<file path="config.mk">
export PLATFORM = sky130hd
export DESIGN_NAME = nor_gate_flat
export DESIGN_NICKNAME = d
export VERILOG_FILES = /design/src/rtl/nor_gate_if.sv /design/src/rtl/nor_gate.sv /design/src/flat_wrapper.sv
export SDC_FILE = /design/constraint.sdc
export NUM_CORES = 1
export LEC_CHECK = 0
export ABC_CLOCK_PERIOD_IN_PS = 1900
export CAP_MARGIN = 15
export CORE_UTILIZATION = 50
export CTS_BUF_LIST = sky130_fd_sc_hd__clkbuf_8
export CTS_CLUSTER_SIZE = 40
export DETAILED_ROUTE_END_ITERATION = 8
export GPL_ROUTABILITY_DRIVEN = 0
export PLACE_DENSITY = 0.81
export SKIP_LAST_GASP = 1
export SLEW_MARGIN = 5
export SYNTH_ARGS = -nofsm -noshare
export SYNTH_HDL_FRONTEND = slang
export SYNTH_SLANG_ARGS = --single-unit
export TNS_END_PERCENT = 30
</file>
<file path="constraint.sdc">
create_clock -name clk -period 1.9 [get_ports clk]
set_input_delay 0.285 -clock clk [delete_from_list [all_inputs] [get_ports clk]]
set_output_delay 0.285 -clock clk [all_outputs]
set_load 0.03 [all_outputs]
</file>
<file path="src/rtl/nor_gate_if.sv">
// rtl/nor_gate_if.sv - operand/result bundle between a driver and the NOR gate block
interface nor_gate_if #(
    parameter int WIDTH = 1,
    parameter int CNT_W = 16
);
    logic [WIDTH-1:0] a;
    logic [WIDTH-1:0] b;
    logic             clr_cnt;
    logic [WIDTH-1:0] y;
    logic [WIDTH-1:0] y_q;
    logic [WIDTH-1:0] y_rise;
    logic [WIDTH-1:0] y_fall;
    logic [CNT_W-1:0] chg_cnt;

    modport master (
        output a, b, clr_cnt,
        input  y, y_q, y_rise, y_fall, chg_cnt
    );

    modport slave (
        input  a, b, clr_cnt,
        output y, y_q, y_rise, y_fall, chg_cnt
    );
endinterface

</file>
<file path="src/rtl/nor_gate.sv">
// rtl/nor_gate.sv - bitwise NOR with registered copy, edge pulses and change counter
module nor_gate #(
    parameter int WIDTH = 1,
    parameter int CNT_W = 16
) (
    input  logic       clk,
    input  logic       rst_n,
    nor_gate_if.slave  bus
);
    logic [WIDTH-1:0] y_d;
    logic [WIDTH-1:0] yq_q;
    logic [WIDTH-1:0] yprev_q;
    logic [CNT_W-1:0] cnt_q;
    logic [CNT_W-1:0] cnt_d;

    assign y_d = ~(bus.a | bus.b);

    // One count per edge no matter how many bits flip; clear beats increment.
    always_comb begin
        cnt_d = cnt_q;
        if (bus.clr_cnt) begin
            cnt_d = '0;
        end else if ((y_d != yq_q) && (cnt_q != {CNT_W{1'b1}})) begin
            cnt_d = cnt_q + 1'b1;
        end
    end

    always_ff @(posedge clk) begin
        if (!rst_n) begin
            yq_q    <= '1;
            yprev_q <= '1;
            cnt_q   <= '0;
        end else begin
            yq_q    <= y_d;
            yprev_q <= yq_q;
            cnt_q   <= cnt_d;
        end
    end

    assign bus.y       = y_d;
    assign bus.y_q     = yq_q;
    assign bus.y_rise  = yq_q & ~yprev_q;
    assign bus.y_fall  = ~yq_q & yprev_q;
    assign bus.chg_cnt = cnt_q;
endmodule

</file>
<file path="src/flat_wrapper.sv">
// flat-port wrapper written by rule: the top's interface ports become plain ports
module nor_gate_flat 
#(
    parameter int WIDTH = 1,
    parameter int CNT_W = 16
)
  (clk, rst_n, bus_a, bus_b, bus_clr_cnt, bus_y, bus_y_q, bus_y_rise, bus_y_fall, bus_chg_cnt);
  nor_gate_if #(.WIDTH(WIDTH), .CNT_W(CNT_W)) bus_i ();
  input  logic clk;
  input  logic rst_n;
  input wire logic [$bits(bus_i.a)-1:0] bus_a;
  input wire logic [$bits(bus_i.b)-1:0] bus_b;
  input wire logic [$bits(bus_i.clr_cnt)-1:0] bus_clr_cnt;
  output wire logic [$bits(bus_i.y)-1:0] bus_y;
  output wire logic [$bits(bus_i.y_q)-1:0] bus_y_q;
  output wire logic [$bits(bus_i.y_rise)-1:0] bus_y_rise;
  output wire logic [$bits(bus_i.y_fall)-1:0] bus_y_fall;
  output wire logic [$bits(bus_i.chg_cnt)-1:0] bus_chg_cnt;
  assign bus_i.a = bus_a;
  assign bus_i.b = bus_b;
  assign bus_i.clr_cnt = bus_clr_cnt;
  assign bus_y = bus_i.y;
  assign bus_y_q = bus_i.y_q;
  assign bus_y_rise = bus_i.y_rise;
  assign bus_y_fall = bus_i.y_fall;
  assign bus_chg_cnt = bus_i.chg_cnt;
  nor_gate #(.WIDTH(WIDTH), .CNT_W(CNT_W)) u_core (.clk(clk), .rst_n(rst_n), .bus(bus_i));
endmodule
</file>
Word level (Yosys, flattened, before mapping)
Cells that the tools add are included.
W data, S select, Z words.

word-level totals
  bits in registers = 18
  logic and storage cells = 15
  output and inout port bits = 20
  input port bits = 5

operators by class
  $add $sub $neg = 1
  equal/unequal tests = 2
  bitwise logic cells = 7
  reductions and logical operators = 2

operators with widths
  operator                 number
  $add A16 B1 Y16 const B  1
  $ne A16 B16 Y1 const B   1
  $not A1 Y1               4
  $and A1 B1 Y1            2
  $reduce_or A2 Y1         1
  $logic_and A1 B1 Y1      1
  $ne A1 B1 Y1             1
  $or A1 B1 Y1             1

Longest topological paths before layout
  depth in word-level cells = 4
  depth in mapped cells = 6
  gate-level depth less buffers = 5

Least setup slack after synthesis
Ideal clock, no wire load.

  path type = register to register
  from = register u_core.cnt_q[0] (netlist: u_core.bus.chg_cnt[0])
  to = register u_core.cnt_q[9] (netlist: u_core.bus.chg_cnt[9])
  buffers on the path = 1
  slack = -15 ps
  period minus slack after synthesis = 1915 ps
  arrival = 1786 ps
  library setup time = 129 ps
  cell stages (with the launch flop) = 7
  cell sequence = dfxtp_1 -> ha_1 -> nand3_1 -> nor4_1 -> buf_2 -> nor4_1 -> mux2i_1

on the way
  cells in the longest elaborated chain, start to end = 2
  elaborated cells between the ends (all ways) = 3
  classes of those cells = add/sub: 1; eq/ne: 1; reduce/logical: 1

RTL lines
  item                                                     RTL line        source
  start: declaration                                       nor_gate.sv:13  logic [CNT_W-1:0] cnt_q;
  start signal: assignment                                 nor_gate.sv:36  cnt_q <= cnt_d;
  branches (longest 2 deep; another with $add A16 B1 Y16)  n/a

Parallel ways; which one is timed is not known.
A chain may end at the register's enable or synchronous reset.

Worst setup path after layout
  from = register u_core.yq_q (netlist: u_core.bus.y_q)
  to = output port bus_y_rise

on the way
  cells in the longest elaborated chain, start to end = 1

RTL lines
  item                      RTL line            source
  start: declaration        nor_gate.sv:11      logic [WIDTH-1:0] yq_q;
  start signal: assignment  nor_gate.sv:34      yq_q <= y_d;
  $and A1 B1 Y1             nor_gate.sv:42      assign bus.y_rise = yq_q & ~yprev_q;
  end: declaration          flat_wrapper.sv:16  output wire logic [$bits(bus_i.y_rise)-1:0] bus_y_rise;

Every way passes these cells.

==> flow_results.xml <==
<?xml version="1.0" encoding="UTF-8"?>
<metrics>
  <group name="cts">
    <metric name="cts_htree_levels" unit="">1</metric>
    <metric name="cts.hold.buffers_added" unit="">0</metric>
    <metric name="cts.repair_timing.setup_buffer_count" unit="">0</metric>
    <metric name="clock_transition_at_the_registers_of_the_reported_paths" unit="ns">0.07</metric>
    <metric name="cts_root_buffer" unit="">sky130_fd_sc_hd__clkbuf_8</metric>
    <metric name="clkSinkCount" unit="">18</metric>
    <metric name="cts-root-to-sink-buffers" unit="">2</metric>
    <metric name="number_of_resized_instances_in_the_post_cts_repair_step" unit="">0</metric>
    <metric name="cts-buffers-inserted" unit="">3</metric>
    <metric name="cts_tree" unit="">built</metric>
    <metric name="clock_latency" unit="ns">0.25</metric>
  </group>
  <group name="pwr">
    <metric name="irDropWorstVdd" unit="V">0.000412</metric>
    <metric name="cellPowerDensity" unit="nW/µm²">553</metric>
    <metric name="leakage" unit="nW">0.466</metric>
  </group>
  <group name="logic_synthesis">
    <metric name="syn-num-nets" unit="">124</metric>
    <metric name="seq_area_frac_synth" unit="%">36.9</metric>
    <metric name="synth_largest_type_area_fraction" unit="%">36.9</metric>
    <metric name="synthTopCellsByCount" unit="">sky130_fd_sc_hd__dfxtp_1 (18), sky130_fd_sc_hd__a21oi_1 (12), sky130_fd_sc_hd__nand2_1 (10)</metric>
    <metric name="ys_warn_count" unit="">0</metric>
    <metric name="ys.flop_type" unit="">sky130_fd_sc_hd__dfxtp_1</metric>
    <metric name="synthesis_stage_register_bit_count" unit="">18</metric>
    <metric name="synth_enable_flop_cells" unit="">0</metric>
    <metric name="syn_area" unit="µm²">976</metric>
    <metric name="postSynthAreaPerCell" unit="µm²">8.27</metric>
    <metric name="synth.most_common_cell" unit="">sky130_fd_sc_hd__dfxtp_1</metric>
    <metric name="synthArstFlopShare" unit="%">0</metric>
    <metric name="netlist_instances" unit="">118</metric>
    <metric name="most_area_consuming_cells_after_synthesis" unit="">sky130_fd_sc_hd__dfxtp_1 (37%), sky130_fd_sc_hd__a21oi_1 (6.2%), sky130_fd_sc_hd__o31ai_1 (4.6%)</metric>
    <metric name="synth.lib_cells_used.distinct" unit="">32</metric>
    <metric name="synth.largest_area_cell" unit="">sky130_fd_sc_hd__dfxtp_1</metric>
  </group>
  <group name="grt">
    <metric name="grt_pass1_wl" unit="mm">4.51</metric>
    <metric name="antenna_found_initial" unit="">0</metric>
    <metric name="gr-total-overflow" unit="">0</metric>
    <metric name="grtUsageTotal" unit="%">29.6</metric>
    <metric name="grt_pass1_vias" unit="">978</metric>
    <metric name="maximum_number_of_pins_on_one_net_before_global_route_repair" unit="">16</metric>
  </group>
  <group name="die">
    <metric name="fp.dieW" unit="µm">46.2</metric>
    <metric name="row_count" unit="">15</metric>
    <metric name="design.die.area" unit="µm²">2130</metric>
    <metric name="chipHeight" unit="µm">46.2</metric>
    <metric name="fp.coreArea" unit="µm²">1780</metric>
    <metric name="start_util" unit="%">54.7</metric>
    <metric name="ioPinCount" unit="">25</metric>
  </group>
  <group name="routing">
    <metric name="detail-route-antenna-nets" unit="">0</metric>
    <metric name="detail_route.wirelength" unit="mm">2.79</metric>
    <metric name="wl_per_cell" unit="µm">15.1</metric>
    <metric name="route.vias.total" unit="">1161</metric>
    <metric name="drt-initial-drc-count" unit="">67</metric>
    <metric name="drc" unit="">0</metric>
    <metric name="vias_per_cell" unit="">6.28</metric>
    <metric name="detail_route.first_pass.iterations" unit="">4</metric>
  </group>
  <group name="finish">
    <metric name="final_util" unit="%">79.7</metric>
    <metric name="nets" unit="">167</metric>
    <metric name="area_growth_synth_to_finish" unit="%">45.6</metric>
    <metric name="multi_input_area" unit="µm²">606</metric>
    <metric name="fraction_of_layout_cells_with_a_size_suffix_above_1" unit="%">18.1</metric>
    <metric name="n_antenna_cell" unit="">0</metric>
    <metric name="sequential_cell_area" unit="µm²">360</metric>
    <metric name="layout.cell_area.non_filler" unit="µm²">1420</metric>
    <metric name="fillerInstances" unit="">128</metric>
  </group>
  <group name="critical_path">
    <metric name="cp-end-kind" unit="">output port</metric>
    <metric name="worstSetupPathType" unit="">reg2out</metric>
    <metric name="crit_path_max_fanout" unit="">8</metric>
    <metric name="worst_path_required" unit="ns">1.62</metric>
    <metric name="cp_data_arrival_time" unit="ns">1.56</metric>
    <metric name="worstSetupStartpointType" unit="">flip-flop</metric>
  </group>
  <group name="timing">
    <metric name="max_freq" unit="MHz">542</metric>
    <metric name="final_critical_path_setup_slack" unit="ns">0.0565</metric>
    <metric name="setup_tns" unit="ns">0</metric>
    <metric name="report.final.setup_viol" unit="">0</metric>
    <metric name="slew_worst_pin" unit="ns">0.474</metric>
    <metric name="finalCritPeriodShare" unit="%">97.0</metric>
    <metric name="relSlewSlack" unit="%">68.3</metric>
    <metric name="maxSlewViolCount" unit="">0</metric>
    <metric name="min_cycle_time_layout" unit="ns">1.84</metric>
    <metric name="clock_skew" unit="ns">0.00319</metric>
    <metric name="grt_setup_unrepaired" unit="">true</metric>
    <metric name="timing.final.hold_violations" unit="">0</metric>
  </group>
  <group name="place">
    <metric name="dp_slack" unit="ns">-0.233</metric>
    <metric name="numPortBuffers" unit="">24</metric>
    <metric name="dpl.hpwl" unit="mm">2.00</metric>
    <metric name="placedInstanceArea" unit="µm²">1360</metric>
  </group>
  <group name="worst_hold_path">
    <metric name="timing.hold.worst.class" unit="">reg2reg</metric>
  </group>
  <group name="status">
    <metric name="status" unit="">finished clean</metric>
  </group>
  <group name="run">
    <metric name="cap_violations" unit="">0</metric>
  </group>
</metrics>
through the flow:
step | power (mW) | hold slack (ns) | std cells
floorplan | 0.436 | 0.359 | 118
global placement | 0.474 | 0.510 | 181
detailed placement | 0.475 | 0.521 | 181
CTS | 0.783 | 0.541 | 185
global route | 0.808 | 0.569 | 185
finish | 0.786 | 0.549 | 185
registers in the layout (all words and copies together), names as in the netlist:
signal              flops
u_core.bus.chg_cnt     16
u_core.bus.y_q          1
u_core.yprev_q          1
area by class of cell:
cell class	instances	area share [%]
inverters	1	0.264
repair buffers	41	25.7
clock buffers	4	3.87
multi-input cells	96	42.6
well taps	25	2.20
flip-flops and latches	18	25.4
final timing paths:
path,start,to,slack [ns],cells after the start
setup / recovery,u_core.bus.y_q,bus_y_rise,0.06,2
hold / removal,u_core.bus.chg_cnt[4],u_core.bus.chg_cnt[4],0.55,2
setup reg to reg,u_core.bus.chg_cnt[11],u_core.bus.chg_cnt[14],0.13,4
hold reg to reg,u_core.bus.chg_cnt[4],u_core.bus.chg_cnt[4],0.55,2
report_power, final:
part	leakage [nW]	total (mW)	switching [mW]	internal (mW)
Clock	0.0288	0.317	0.132	0.184
Sequential	0.146	0.386	0.00433	0.381
Combinational	0.292	0.0834	0.0462	0.0372
Total	0.466	0.786	0.183	0.603
placed cells by master, fill, tap and decap left out:
cell / Yosys / routed
sky130_fd_sc_hd__a211o_1: 1 / 1
sky130_fd_sc_hd__a211o_2: 1 / 1
sky130_fd_sc_hd__a211oi_1: 1 / 1
sky130_fd_sc_hd__a21o_1: 1 / 1
sky130_fd_sc_hd__a21oi_1: 12 / 12
sky130_fd_sc_hd__and4_1: 4 / 4
sky130_fd_sc_hd__buf_4: 0 / 18
sky130_fd_sc_hd__clkbuf_8: 0 / 4
sky130_fd_sc_hd__clkdlybuf4s50_1: 0 / 23
sky130_fd_sc_hd__dfxtp_1: 18 / 18
sky130_fd_sc_hd__ha_1: 1 / 1
sky130_fd_sc_hd__inv_1: 1 / 1
sky130_fd_sc_hd__mux2i_1: 2 / 2
sky130_fd_sc_hd__nand2_1: 10 / 10
sky130_fd_sc_hd__nand2b_1: 4 / 4
sky130_fd_sc_hd__nand3_1: 8 / 8
sky130_fd_sc_hd__nand4_1: 6 / 6
sky130_fd_sc_hd__nor2_1: 4 / 4
sky130_fd_sc_hd__nor2b_1: 3 / 3
sky130_fd_sc_hd__nor3_1: 4 / 3
sky130_fd_sc_hd__nor3_2: 0 / 1
sky130_fd_sc_hd__nor4_1: 2 / 1
sky130_fd_sc_hd__nor4_2: 0 / 1
sky130_fd_sc_hd__o211ai_1: 1 / 1
sky130_fd_sc_hd__o21a_1: 1 / 1
sky130_fd_sc_hd__o21ai_0: 7 / 6
sky130_fd_sc_hd__o21ai_1: 0 / 1
sky130_fd_sc_hd__o311ai_0: 2 / 2
sky130_fd_sc_hd__o31ai_1: 6 / 6
sky130_fd_sc_hd__o41ai_1: 1 / 1
sky130_fd_sc_hd__or2b_2: 1 / 1
sky130_fd_sc_hd__or3_1: 4 / 4
sky130_fd_sc_hd__or3_2: 2 / 2
sky130_fd_sc_hd__or3_4: 1 / 1
sky130_fd_sc_hd__or4_1: 6 / 6
per-layer routing:
layer / global-route usage, % / part of all wire (%) / vias up
met3: 4.31 / 8.4 / 4
met4: 10.6 / 0.83 / 0
met1: 41.3 / 42 / 542
li1: - / - / 549
met5: 0 / 0 / -
met2: 45.9 / 49 / 66
cell families (layout without fill, tap and decap cells):
kind of cell               count (synthesis)  after routing  share of synthesized area, %
AOI/OAI and AO/OA                         34             34                          22.1
muxes                                      2              2                          2.05
buffers and inverters                      4             46                          2.18
DFF                                       18             18                          36.9
adders and majority gates                  1              1                          1.28
and+or+nand+nor                           59             59                          35.5
critical path, cell delays in order (launching register included):
cell and delay [ns]:
sky130_fd_sc_hd__dfxtp_1 0.45, sky130_fd_sc_hd__nor2b_1 0.17, sky130_fd_sc_hd__clkdlybuf4s50_1 0.69
Note: power is estimated with default switching activity, not from simulation.
